==> config.mk <==
export PLATFORM = sky130hd
export DESIGN_NAME = if_fetch_unit
export DESIGN_NICKNAME = d
export VERILOG_FILES = /design/src/rtl/cpu_pkg.sv /design/src/rtl/pc_next_mux.sv /design/src/rtl/if_fetch_unit.sv
export SDC_FILE = /design/constraint.sdc
export NUM_CORES = 1
export LEC_CHECK = 0
export BUFFER_PORTS_ARGS = -buffer_cell sky130_fd_sc_hd__buf_2
export CAP_MARGIN = 20
export CORE_MARGIN = 2
export CORE_UTILIZATION = 42
export DETAILED_ROUTE_END_ITERATION = 8
export GPL_TIMING_DRIVEN = 0
export PLACE_DENSITY_LB_ADDON = 0.08
export SLEW_MARGIN = 20
export SYNTH_ARGS = -nofsm -noshare
export SYNTH_HDL_FRONTEND = slang
export SYNTH_SLANG_ARGS = --single-unit
export TNS_END_PERCENT = 5
==> constraint.sdc <==
create_clock -name clk -period 2 [get_ports clk]
set_clock_uncertainty 0.2 [all_clocks]
set_input_delay 0.3 -clock clk [delete_from_list [all_inputs] [get_ports clk]]
set_output_delay 0.3 -clock clk [all_outputs]
set_load 0.02 [all_outputs]
==> src/rtl/cpu_pkg.sv <==
// rtl/cpu_pkg.sv - shared types and constants for the fetch stage
package cpu_pkg;

    typedef enum logic [1:0] {
        PC4    = 2'b00,
        PCIMM  = 2'b01,
        IMMRS1 = 2'b10
    } branch_ctrl_e;

    typedef enum logic [1:0] {
        S_IDLE = 2'b00,
        S_REQ  = 2'b01,
        S_WAIT = 2'b10,
        S_HOLD = 2'b11
    } fetch_state_e;

    localparam logic [31:0] NOP_INSTR = 32'h0000_0013;

endpackage

==> src/rtl/pc_next_mux.sv <==
// rtl/pc_next_mux.sv - next-PC priority select (CSR redirect, branch, jalr, PC+4)
module pc_next_mux
    import cpu_pkg::*;
(
    input  logic        csr_redirect,
    input  logic [31:0] csr_target,
    input  logic [1:0]  branch_ctrl,
    input  logic [31:0] pc_imm_target,
    input  logic [31:0] rs1_imm_target,
    input  logic [31:0] pc,
    output logic [31:0] next_pc
);

    logic [31:0] rs1_aligned;
    logic [31:0] pc_plus4;

    assign rs1_aligned = rs1_imm_target & ~32'd1;
    assign pc_plus4    = pc + 32'd4;

    always_comb begin
        next_pc = pc_plus4;
        if (csr_redirect) begin
            next_pc = csr_target;
        end else begin
            // Encoding 2'b11 is unused and falls back to sequential fetch.
            case (branch_ctrl_e'(branch_ctrl))
                PCIMM:   next_pc = pc_imm_target;
                IMMRS1:  next_pc = rs1_aligned;
                default: next_pc = pc_plus4;
            endcase
        end
    end

endmodule

==> src/rtl/if_fetch_unit.sv <==
// rtl/if_fetch_unit.sv - instruction fetch: PC, req/gnt/rvalid FSM, IF/ID word buffer
// Optional misaligned-target trap entry under IF_MISALIGN_TRAP_EN.
module if_fetch_unit #(
    parameter logic [31:0] RESET_PC  = 32'h0000_0000,
    parameter logic [31:0] NOP_INSTR = cpu_pkg::NOP_INSTR
) (
    input  logic        clk,
    input  logic        rst_n,
    input  logic        PCWrite,
    input  logic [1:0]  BranchCtrl,
    input  logic [31:0] pc_imm_target,
    input  logic [31:0] rs1_imm_target,
    input  logic        csr_redirect,
    input  logic [31:0] csr_target,
    output logic        im_req,
    output logic [31:0] im_addr,
    input  logic        im_gnt,
    input  logic        im_rvalid,
    input  logic [31:0] im_rdata,
    output logic        IM_stall,
    output logic [31:0] if_pc,
`ifdef IF_MISALIGN_TRAP_EN
    output logic        if_misalign,
`endif
    output logic [31:0] if_instr
);

    import cpu_pkg::*;

    fetch_state_e state_q, state_d;
    logic [31:0]  pc_q, pc_d;
    logic [31:0]  instr_q, instr_d;
    logic [31:0]  next_pc;

    pc_next_mux u_pc_next_mux (
        .csr_redirect   (csr_redirect),
        .csr_target     (csr_target),
        .branch_ctrl    (BranchCtrl),
        .pc_imm_target  (pc_imm_target),
        .rs1_imm_target (rs1_imm_target),
        .pc             (pc_q),
        .next_pc        (next_pc)
    );

`ifdef IF_MISALIGN_TRAP_EN
    logic misalign_q, misalign_d;

    always_ff @(posedge clk or negedge rst_n) begin
        if (!rst_n) begin
            misalign_q <= 1'b0;
        end else begin
            misalign_q <= misalign_d;
        end
    end

    assign if_misalign = misalign_q;
`endif

    always_ff @(posedge clk or negedge rst_n) begin
        if (!rst_n) begin
            state_q <= S_IDLE;
            pc_q    <= RESET_PC;
            instr_q <= NOP_INSTR;
        end else begin
            state_q <= state_d;
            pc_q    <= pc_d;
            instr_q <= instr_d;
        end
    end

    always_comb begin
        state_d = state_q;
        pc_d    = pc_q;
        instr_d = instr_q;
        im_req  = 1'b0;
`ifdef IF_MISALIGN_TRAP_EN
        misalign_d = misalign_q;
`endif
        case (state_q)
            S_IDLE: begin
                state_d = S_REQ;
            end
            S_REQ: begin
                im_req = 1'b1;
                if (im_gnt) begin
                    // A zero-wait memory may return data with the grant.
                    if (im_rvalid) begin
                        instr_d = im_rdata;
                        state_d = S_HOLD;
                    end else begin
                        state_d = S_WAIT;
                    end
                end
            end
            S_WAIT: begin
                if (im_rvalid) begin
                    instr_d = im_rdata;
                    state_d = S_HOLD;
                end
            end
            S_HOLD: begin
                if (PCWrite) begin
                    pc_d    = next_pc;
                    state_d = S_REQ;
`ifdef IF_MISALIGN_TRAP_EN
                    misalign_d = 1'b0;
                    // Misaligned target: keep the address for mepc, present a NOP.
                    if (next_pc[1]) begin
                        instr_d    = NOP_INSTR;
                        misalign_d = 1'b1;
                        state_d    = S_HOLD;
                    end
`endif
                end
            end
            default: begin
                state_d = S_IDLE;
            end
        endcase
    end

    // Stall depends on state only, so there is no combinational loop via PCWrite.
    assign IM_stall = (state_q != S_HOLD);
    assign im_addr  = pc_q;
    assign if_pc    = pc_q;
    assign if_instr = (state_q == S_HOLD) ? instr_q : NOP_INSTR;

endmodule

==> results.md <==
- Yosys top cell area share: 35.5%
- Post-synthesis cell area: 4440 um2
- Share of layout cells above drive strength 1: 52.7%
- Failing checks: setup timing
- Synthesized instance count: 495
- Syn. warnings: 0
- CP Buf/Inv Count: 2
- Worst-margin pin slew: 0.721 ns
- Unrepaired setup endpoints after global routing: yes
- DR DRC count: 0
- Site row count: 37
- Critical-path top delay cell: or4_4
- Via count: 5202
- Initial antenna violation count: 0
- Power Dens Cells: 1390 nW/um2
- Hpwl dp: 12500 um
- CP Capture Type: flop
- Fin area: 6790 um2
- Fill count: 902
- Leak: 3.30 nW
- Setup WS post-layout: -0.0586 ns
- Async SR Flop Fraction: 100%
- First-pass GRT wire length: 25500 um
- # placed instances: 865
- Die area: 11400 um2
- TritonCTS clock tree: built
- Clk Latency, worst-skew pair: 0.35 ns
- Final cell utilization of the core: 66.1%
- H-tree depth: 3
- Sequential area share after synthesis: 37.2%
- Die H: 107 um
- Area grow syn2layout: 52.8%
- CP top delay family: simple AND/OR/NAND/NOR gates
- Largest net degree at the start of global routing: 40
- Post-route ant nets: 0
- Pre-Repair DR Iteration Count: 5
- Worst-path cell chain: buf_6 -> and4_4 -> and3_4 -> buf_6 -> nand4_4 -> or4_4 -> and4_1
- Min Tclk post-route: 2.06 ns
- Worst min path class: in -> reg
- Gpl congestion: 0.915
- Die W: 107 um
- Routed WL: 17300 um
- Antenna diodes: 0
- Final hold vios: 0
- Post-DR vias/cell: 5.53
- WS Path Type: reg -> reg
- Dpl ws: -0.671 ns
- Delay of the slowest cell on the worst path: 0.42 ns
- Slew Limit Fails: 0
- CP most frequent cell: buf_6
- CP Launch Type: flop
- GRT overflow: 0
- Fmax: 0.486 GHz
- Initial Util: 43.2%
- Slew HR: 52.0%
- Detailed Route Iter0 Violations: 388
- TritonCTS Buffers: 9
- Count leader, synth: dfrtp_1
- Area leader, netlist: dfrtp_1
- Longest Clk Path Bufs: 2
- CTS clock-pin slew for the worst setup and hold paths: 0.09 ns
- Wire length per cell: 18.4 um
- Post-synth EDFFs: 0
- Fin crit share: 103%
- # IOs: 234
- # port buffers: 232
- Seq cells post-synth: 66
- Commonest cells in the netlist: dfrtp_1, nand2_1, o21ai_0, buf_4
- Clk sinks: 66
- Syn Area/Cell: 8.98 um2
- Prevailing post-synth register cell: dfrtp_1
- Largest cells by area after synthesis: dfrtp_1, mux2_2, buf_4
- NumNets Final: 942
- Outcome: finished, violations left
- Max-cap violations: 0
- Tot Pwr: 9.46 mW
- Syn nets: 637
- VDD IR-drop max: 637 uV
- Worst Path Required: 2.04 ns
- Cell Area, Placed: 5840 um2
- GRT Overall Usage: 29.0%
- # setup viols final: 2
- Clk root buf: clkbuf_8
- Final std cells w/o fill: 941
- Critical Path AT: 2.10 ns
- Cell variety after synth: 61
- Crit Path Max Fanout: 7
- Vias in the first global route: 5001
- Area of the core: 10300 um2
-- worst register-to-register path, cell delays in order, from the launching register on --
cell     delay (ns)
dfrtp_2        0.38
buf_6          0.11
and4_4         0.25
and3_4         0.19
buf_6          0.12
nand4_4        0.09
or4_4          0.42
and4_1         0.19
-- cells by family after synthesis --
kind of cell    count (synthesis)  share of synthesized area, %
xor+xnor                        5                         0.986
simple gates                  153                          18.5
fa+ha+maj                       6                          1.69
buf+inv                        83                          10.6
flops                          66                          37.2
compound gates                150                          22.9
mux                            32                          8.11
-- registers in the layout, indices dropped and copies added (netlist names) --
| signal | flops |
|---|---|
| if_pc | 32 |
| instr_q | 32 |
| state_q | 2 |
-- report_power, final --
part	internal [mW]	switching, mW
clock	0.609	0.571
combinational	2.56	3.01
sequential	2.05	0.651
-- path summary, 6_finish.rpt --
check | cells past startpoint | slack (ns) | endpoint | start
worst max-delay path | 7 | -0.06 | if_pc[29] | if_pc[4]
worst min-delay path | 2 | 0.02 | instr_q[24] | im_rdata[24]
worst max register to register | 7 | -0.06 | if_pc[29] | if_pc[4]
worst min register to register | 1 | 0.30 | instr_q[30] | instr_q[30]
max in group asynchronous | 3 | 0.80 | instr_q[1] | rst_n
min in group asynchronous | 2 | 0.20 | instr_q[9] | rst_n
-- cells in the final DEF, fill, tap and decap left out, drive strengths merged, types with 3 or more instances in the layout --
cell	Yosys	final
inv	11	11
clkinvlp	0	3
clkinv	1	3
a31oi	8	8
a311o	3	3
o21a	3	3
buf	47	310
a221o	6	6
and4	5	5
nand4	13	13
a211oi	7	7
dlygate4sd3	0	32
nor3	6	6
a22oi	5	5
a2bb2oi	3	3
nand3	11	11
clkbuf	23	32
a21oi	32	32
xor2	3	3
o21ai	37	37
and3	9	9
nand2b	4	4
ha	6	6
mux2	32	32
and2	33	33
dfrtp	63	63
dfstp	3	3
nor2	24	24
o31ai	6	6
a221oi	21	21
nand2	39	39
-- metrics by stage --
stage                     hold WS (ns)  TNS [ns]
final                           0.0166   -0.0882
after global placement           0.278    -20.26
after detailed placement        0.0424    -19.40
after floorplan                 -0.196    -0.939
after CTS                      0.00265     -1.34
after global routing           0.00360    -0.711
-- final cells by class --
class                           count  area (um2)  share of cell area (%)
Multi-Input combinational cell    346        2430                    35.8
Timing Repair Buffer              295        1740                    25.6
Sequential cell                    66        1680                    24.7
Buffer                             70         518                    7.63
Tap cell                          136         170                    2.51
Clock buffer                       10         138                    2.03
Clock inverter                      6        66.3                   0.976
Inverter                           12        45.0                   0.663
-- metal layers --
metal | vias to the layer above | routed length, um | GRT usage (%)
met2 | 304 | 8510 | 50.0
met5 | - | 0 | 0
met4 | 0 | 428 | 11.2
li1 | 2406 | - | -
met1 | 2457 | 6850 | 35.0
met3 | 35 | 1520 | 6.93
-- what timing repair did --
action                     CTS  global route
gates resized for setup     31            60
buffers inserted             1            28
hold buffers                32             0
pin swaps                    1             9
setup endpoints to repair   83            86
hold endpoints to repair    58             0
No activity file was read; power rests on OpenSTA's default activity.
